[src/rtl/mem_pkg.sv]
// Shared constants and types for the memory/writeback pipeline stage.
package mem_pkg;

    localparam int unsigned DATA_W = 16;
    localparam int unsigned REG_W  = 4;

    localparam logic [2:0] COND_NE  = 3'b000;
    localparam logic [2:0] COND_EQ  = 3'b001;
    localparam logic [2:0] COND_GT  = 3'b010;
    localparam logic [2:0] COND_LT  = 3'b011;
    localparam logic [2:0] COND_GE  = 3'b100;
    localparam logic [2:0] COND_LE  = 3'b101;
    localparam logic [2:0] COND_OV  = 3'b110;
    localparam logic [2:0] COND_UNC = 3'b111;

    typedef enum logic {RUN, WAIT} state_t;

endpackage

[src/rtl/branch_cond.sv]
// Combinational branch-condition evaluation against a V/Z/N flag set.
module branch_cond
    import mem_pkg::*;
(
    input  logic [2:0] cond,
    input  logic       v,
    input  logic       z,
    input  logic       n,
    output logic       taken
);

    always_comb begin
        taken = 1'b0;
        case (cond)
            COND_NE:  taken = ~z;
            COND_EQ:  taken = z;
            COND_GT:  taken = ~z & ~n;
            COND_LT:  taken = n;
            COND_GE:  taken = z | ~n;
            COND_LE:  taken = n | z;
            COND_OV:  taken = v;
            COND_UNC: taken = 1'b1;
            default:  taken = 1'b0;
        endcase
    end

endmodule

[src/rtl/mem_stage.sv]
// Memory stage: registers execute results, owns the flag register, resolves
// branches, and runs the data-memory handshake with wait states.
module mem_stage
    import mem_pkg::*;
(
    input  logic              clk,
    input  logic              rst,
    input  logic              ex_valid,
    input  logic [DATA_W-1:0] ex_alu_result,
    input  logic              ex_v,
    input  logic              ex_z,
    input  logic              ex_n,
    input  logic              ex_set_flags,
    input  logic [DATA_W-1:0] ex_branch_target,
    input  logic              ex_branch,
    input  logic [2:0]        ex_cond,
    input  logic              ex_mem_rd,
    input  logic              ex_mem_wr,
    input  logic [DATA_W-1:0] ex_store_data,
    input  logic [REG_W-1:0]  ex_dst,
    input  logic              ex_reg_we,
    output logic              stall,
    output logic              flush,
    output logic [DATA_W-1:0] pc_redirect,
    output logic [DATA_W-1:0] dm_addr,
    output logic [DATA_W-1:0] dm_wdata,
    output logic              dm_re,
    output logic              dm_we,
    input  logic [DATA_W-1:0] dm_rdata,
    input  logic              dm_rdy,
    output logic              wb_valid,
    output logic              wb_we,
    output logic [REG_W-1:0]  wb_dst,
    output logic [DATA_W-1:0] wb_data
);

    state_t             state;
    logic               flagV;
    logic               flagZ;
    logic               flagN;
    logic [REG_W-1:0]   pendDst;
    logic               pendWe;
    logic               condTaken;

    // Evaluated against the pre-update flags, so a branch never sees its own flag write.
    branch_cond uCond (
        .cond  (ex_cond),
        .v     (flagV),
        .z     (flagZ),
        .n     (flagN),
        .taken (condTaken)
    );

    assign stall = (state == WAIT);

    always_ff @(posedge clk or posedge rst) begin
        if (rst) begin
            state       <= RUN;
            flagV       <= 1'b0;
            flagZ       <= 1'b0;
            flagN       <= 1'b0;
            pendDst     <= '0;
            pendWe      <= 1'b0;
            flush       <= 1'b0;
            pc_redirect <= '0;
            dm_addr     <= '0;
            dm_wdata    <= '0;
            dm_re       <= 1'b0;
            dm_we       <= 1'b0;
            wb_valid    <= 1'b0;
            wb_we       <= 1'b0;
            wb_dst      <= '0;
            wb_data     <= '0;
        end else begin
            wb_valid <= 1'b0;
            flush    <= 1'b0;
            case (state)
                RUN: begin
                    if (ex_valid) begin
                        if (ex_branch) begin
                            flush    <= condTaken;
                            if (condTaken) pc_redirect <= ex_branch_target;
                            wb_valid <= 1'b1;
                            wb_we    <= 1'b0;
                            wb_dst   <= ex_dst;
                            wb_data  <= ex_alu_result;
                        end else begin
                            if (ex_set_flags) begin
                                flagV <= ex_v;
                                flagZ <= ex_z;
                                flagN <= ex_n;
                            end
                            if (ex_mem_rd || ex_mem_wr) begin
                                dm_addr  <= ex_alu_result;
                                dm_wdata <= ex_store_data;
                                dm_re    <= ex_mem_rd;
                                dm_we    <= ~ex_mem_rd;
                                pendDst  <= ex_dst;
                                pendWe   <= ex_reg_we;
                                state    <= WAIT;
                            end else begin
                                wb_valid <= 1'b1;
                                wb_we    <= ex_reg_we;
                                wb_dst   <= ex_dst;
                                wb_data  <= ex_alu_result;
                            end
                        end
                    end
                end
                WAIT: begin
                    if (dm_rdy) begin
                        wb_valid <= 1'b1;
                        wb_we    <= dm_re & pendWe;
                        wb_dst   <= pendDst;
                        wb_data  <= dm_re ? dm_rdata : dm_addr;
                        dm_re    <= 1'b0;
                        dm_we    <= 1'b0;
                        state    <= RUN;
                    end
                end
                default: state <= RUN;
            endcase
        end
    end

endmodule

[config.mk]
export PLATFORM = sky130hd
export DESIGN_NAME = mem_stage
export DESIGN_NICKNAME = d
export VERILOG_FILES = /design/src/rtl/mem_pkg.sv /design/src/rtl/branch_cond.sv /design/src/rtl/mem_stage.sv
export SDC_FILE = /design/constraint.sdc
export NUM_CORES = 1
export LEC_CHECK = 0
export CORE_UTILIZATION = 42
export DETAILED_ROUTE_END_ITERATION = 8
export GPL_TIMING_DRIVEN = 0
export PLACE_DENSITY = 0.87
export RECOVER_POWER = 50
export SYNTH_ARGS = -nofsm -noshare
export SYNTH_HDL_FRONTEND = slang
export SYNTH_SLANG_ARGS = --single-unit
export TNS_END_PERCENT = 30
[constraint.sdc]
create_clock -name clk -period 3.7 [get_ports clk]
set_input_delay 0.74 -clock clk [delete_from_list [all_inputs] [get_ports clk]]
set_output_delay 0.74 -clock clk [all_outputs]
set_load 0.01 [all_outputs]
==> results.md <==
* Status: completed
* EDFF count, synth at 0
* Hold depth at 2
* Total track usage at 21.5%
* Avg WL per Cell at 15.9 um
* RSZ-0062 raised after global routing: false
* Layout cell share with drive strength beyond 1 at 18.9%
* Postcts setup bufs at 0
* Top cell type's share of synthesized area at 58.3%
* Vias at approximately 2,800
* Pleak at 2.29 nW
* Worst slew pin tran at 0.976 ns
* Placement Setup Slack at between 0.8 and 0.9 ns
* Cell Area, Synth at 3520 um2
* # diodes at 0
* Ys async rst share at 100%
* Number of global-route vias before repair at 2,948
* Clock latency at the later pin of the worst-skew pair at ~0.35 ns
* Die area at 8750 um2
* Max-cap violations at 0
* First-pass GRT wire length at 14,300 um
* Mapped Cells at 276
* Final hold vios at 0
* Worst rel slew slack at 34.5%
* Syn Area/Cell at roughly 13 um2
* FMAX at 409 MHz
* Crit Path Class: primary input to flip-flop
* Syn_nets at 359
* TritonCTS buffer count at 9
* Drt first pass iters at 4
* PD cells at roughly 560 nW/um2
* Routed WL at 8790 um
* Post-synth top cells: dfrtp_1 (82), mux2_2 (47), nand2_1 (41)
* Gpl congestion at 0.730
* Clock Skew at 0.00719 ns
* CTS tree: yes
* Final setup vio count at 0
* Compound-Gate Fraction of Synth Area at 7.36%
* Fin worst setup slack at about 1.3 ns
* Synth warn at 0
* Antenna-violating nets left at 0
* Post-CTS sizing at 0
* Final HPWL DP at 6410 um
* CP Capture Type: flip-flop
* CTS Hold Buffers Added at 0
* Setup TNS at 0 ns
* Largest family of logic cells by synthesized area: multiplexers
* Initial antenna violation count at 0
* Critical path arrival at 2.68 ns
* I/O pin count at 157
* Largest net degree at the start of global routing at 64
* Fin. max-slew vios at 0
* Number of vias per cell at about 5.0
* Final hold slack at 0.485 ns
* Critical Path RT at 3.94 ns
* Most common cell in the netlist: dfrtp_1
* Drt drc at 0
* Worst Path Max Fanout at 10
* Crit share post-route at between 60% and 70%
* Register Area at 2050 um2
* Fill cells at between 600 and 700
* Multi-input logic area at roughly 1400 um2
* DR iter-0 viols at 80
* Post-synthesis mux area share at 24.8%
* Minimum clock period at 2.44 ns
* Clock sink count at 82
* Clk buf depth at 2
* Synth Area in Adders at 0%
* PortBufs at 156
* CTS clk-pin slew, worst paths at 0.08 ns
* Area contributors post-synth: dfrtp_1 (58%), mux2_2 (15%), mux2i_1 (6.0%), o21ai_0 (5.3%), nand2_1 (4.4%)
* Worst min path class: flip-flop to flip-flop
* Synth Area in Simple Gates at 6.97%
* VDD IR-drop max at approximately 0.00024 V
* Total global routing overflow at 0
* Reg2Reg Depth at 5
* Post-synthesis sequential area ratio at 58.3%
* Top FF cell, synth: dfrtp_1
* Synthesis-stage register bit count at 82
* Initial core utilization at 43.1%
* Area growth syn-to-layout at 55.8%
* Core area at slightly above 8000 um2
* Std cell rows at 33
* XOR/XNOR Fraction of Synth Area at 0%
* Die extent in y at 93.6 um
* Die W at 93.6 um
* Worst setup SP type: primary input
* Nets@finish at 527
* H-Tree Depth at 3
* Cell taking the most area after synthesis: dfrtp_1
* Count of cell types in the netlist at 29
* Clk root buf: clkbuf_8
[cells in the final DEF, fill, tap and decap left out, types with 2 or more instances in the layout]
cell / n
buf_2: 6
bufinv_16: 3
clkbuf_1: 7
clkbuf_8: 9
clkdlybuf4s50_1: 122
clkinvlp_4: 3
dfrtp_1: 82
dlygate4sd3_1: 34
inv_1: 3
mux2_2: 47
mux2_4: 9
mux2i_1: 21
nand2_1: 41
nor2_1: 2
nor2b_1: 2
o21ai_0: 37
[cell type report]
class                   instances  share of cell area (%)
well taps                     105                    2.40
clock buffers                   9                    2.26
repair buffers                157                    29.0
clock inverters                 7                    2.14
multi-input cells             175                    25.1
flip-flops and latches         82                    37.4
inverters                       4                   0.297
plain buffers                  15                    1.37
[per-stage QoR]
| stage | instances | utilization (%) | instance area [um2] | power, mW |
|---|---|---|---|---|
| detailed placement | 538 | 64.1 | 5240 | 2.39 |
| global placement | 537 | 63.8 | 5210 | 2.35 |
| CTS | 554 | 67.1 | 5490 | 3.17 |
| floorplan | 276 | - | 3520 | 1.75 |
| finish | 554 | 67.1 | 5480 | 3.10 |
| global route | 554 | 67.1 | 5480 | 3.28 |
[per-layer routing]
| layer | global-route usage, % | part of all wire, % | wire (um) | up-vias |
|---|---|---|---|---|
| li1 | - | - | - | 1299 |
| met1 | 24.7 | 41 | 3570 | 1348 |
| met2 | 38.1 | 51 | 4480 | 105 |
| met3 | 6.99 | 7.0 | 616 | 12 |
| met4 | 6.54 | 1.5 | 131 | 0 |
| met5 | 0 | 0 | 0 | - |
[power by group]
| part | internal, mW | total (mW) | switching [mW] |
|---|---|---|---|
| clock network | 0.447 | 0.775 | 0.328 |
| logic | 0.640 | 1.05 | 0.408 |
| registers | 1.13 | 1.27 | 0.138 |
| total | 2.22 | 3.10 | 0.875 |
[critical path, stage by stage]
cell,delay [ns]
clkdlybuf4s50_1,0.50
a211oi_1,0.30
a311oi_2,0.10
nor4_4,0.48
buf_8,0.24
mux2_4,0.31
[logic make-up after synthesis]
| logic type | Yosys count |
|---|---|
| flops | 82 |
| mux | 77 |
| simple gates | 53 |
| compound gates | 45 |
| buf+inv | 19 |
[path summary, 6_finish.rpt]
check | endpoint | slack [ns] | start
worst min register to register | wb_dst[0] | 0.48 | wb_dst[0]
worst max register to register | pc_redirect[6] | 1.66 | stall
max in group asynchronous | wb_data[5] | 1.93 | rst
worst max-delay path | pc_redirect[6] | 1.26 | ex_cond[1]
worst min-delay path | wb_dst[0] | 0.48 | wb_dst[0]
min in group asynchronous | pc_redirect[1] | 1.01 | rst
[flip-flops by register name (all words and copies together), names as in the netlist, 4 cells and up]
register and count:
wb_dst 4, dm_addr 16, wb_data 16, dm_wdata 16, pc_redirect 16, pendDst 4
Note: power is estimated with default switching activity, not from simulation.
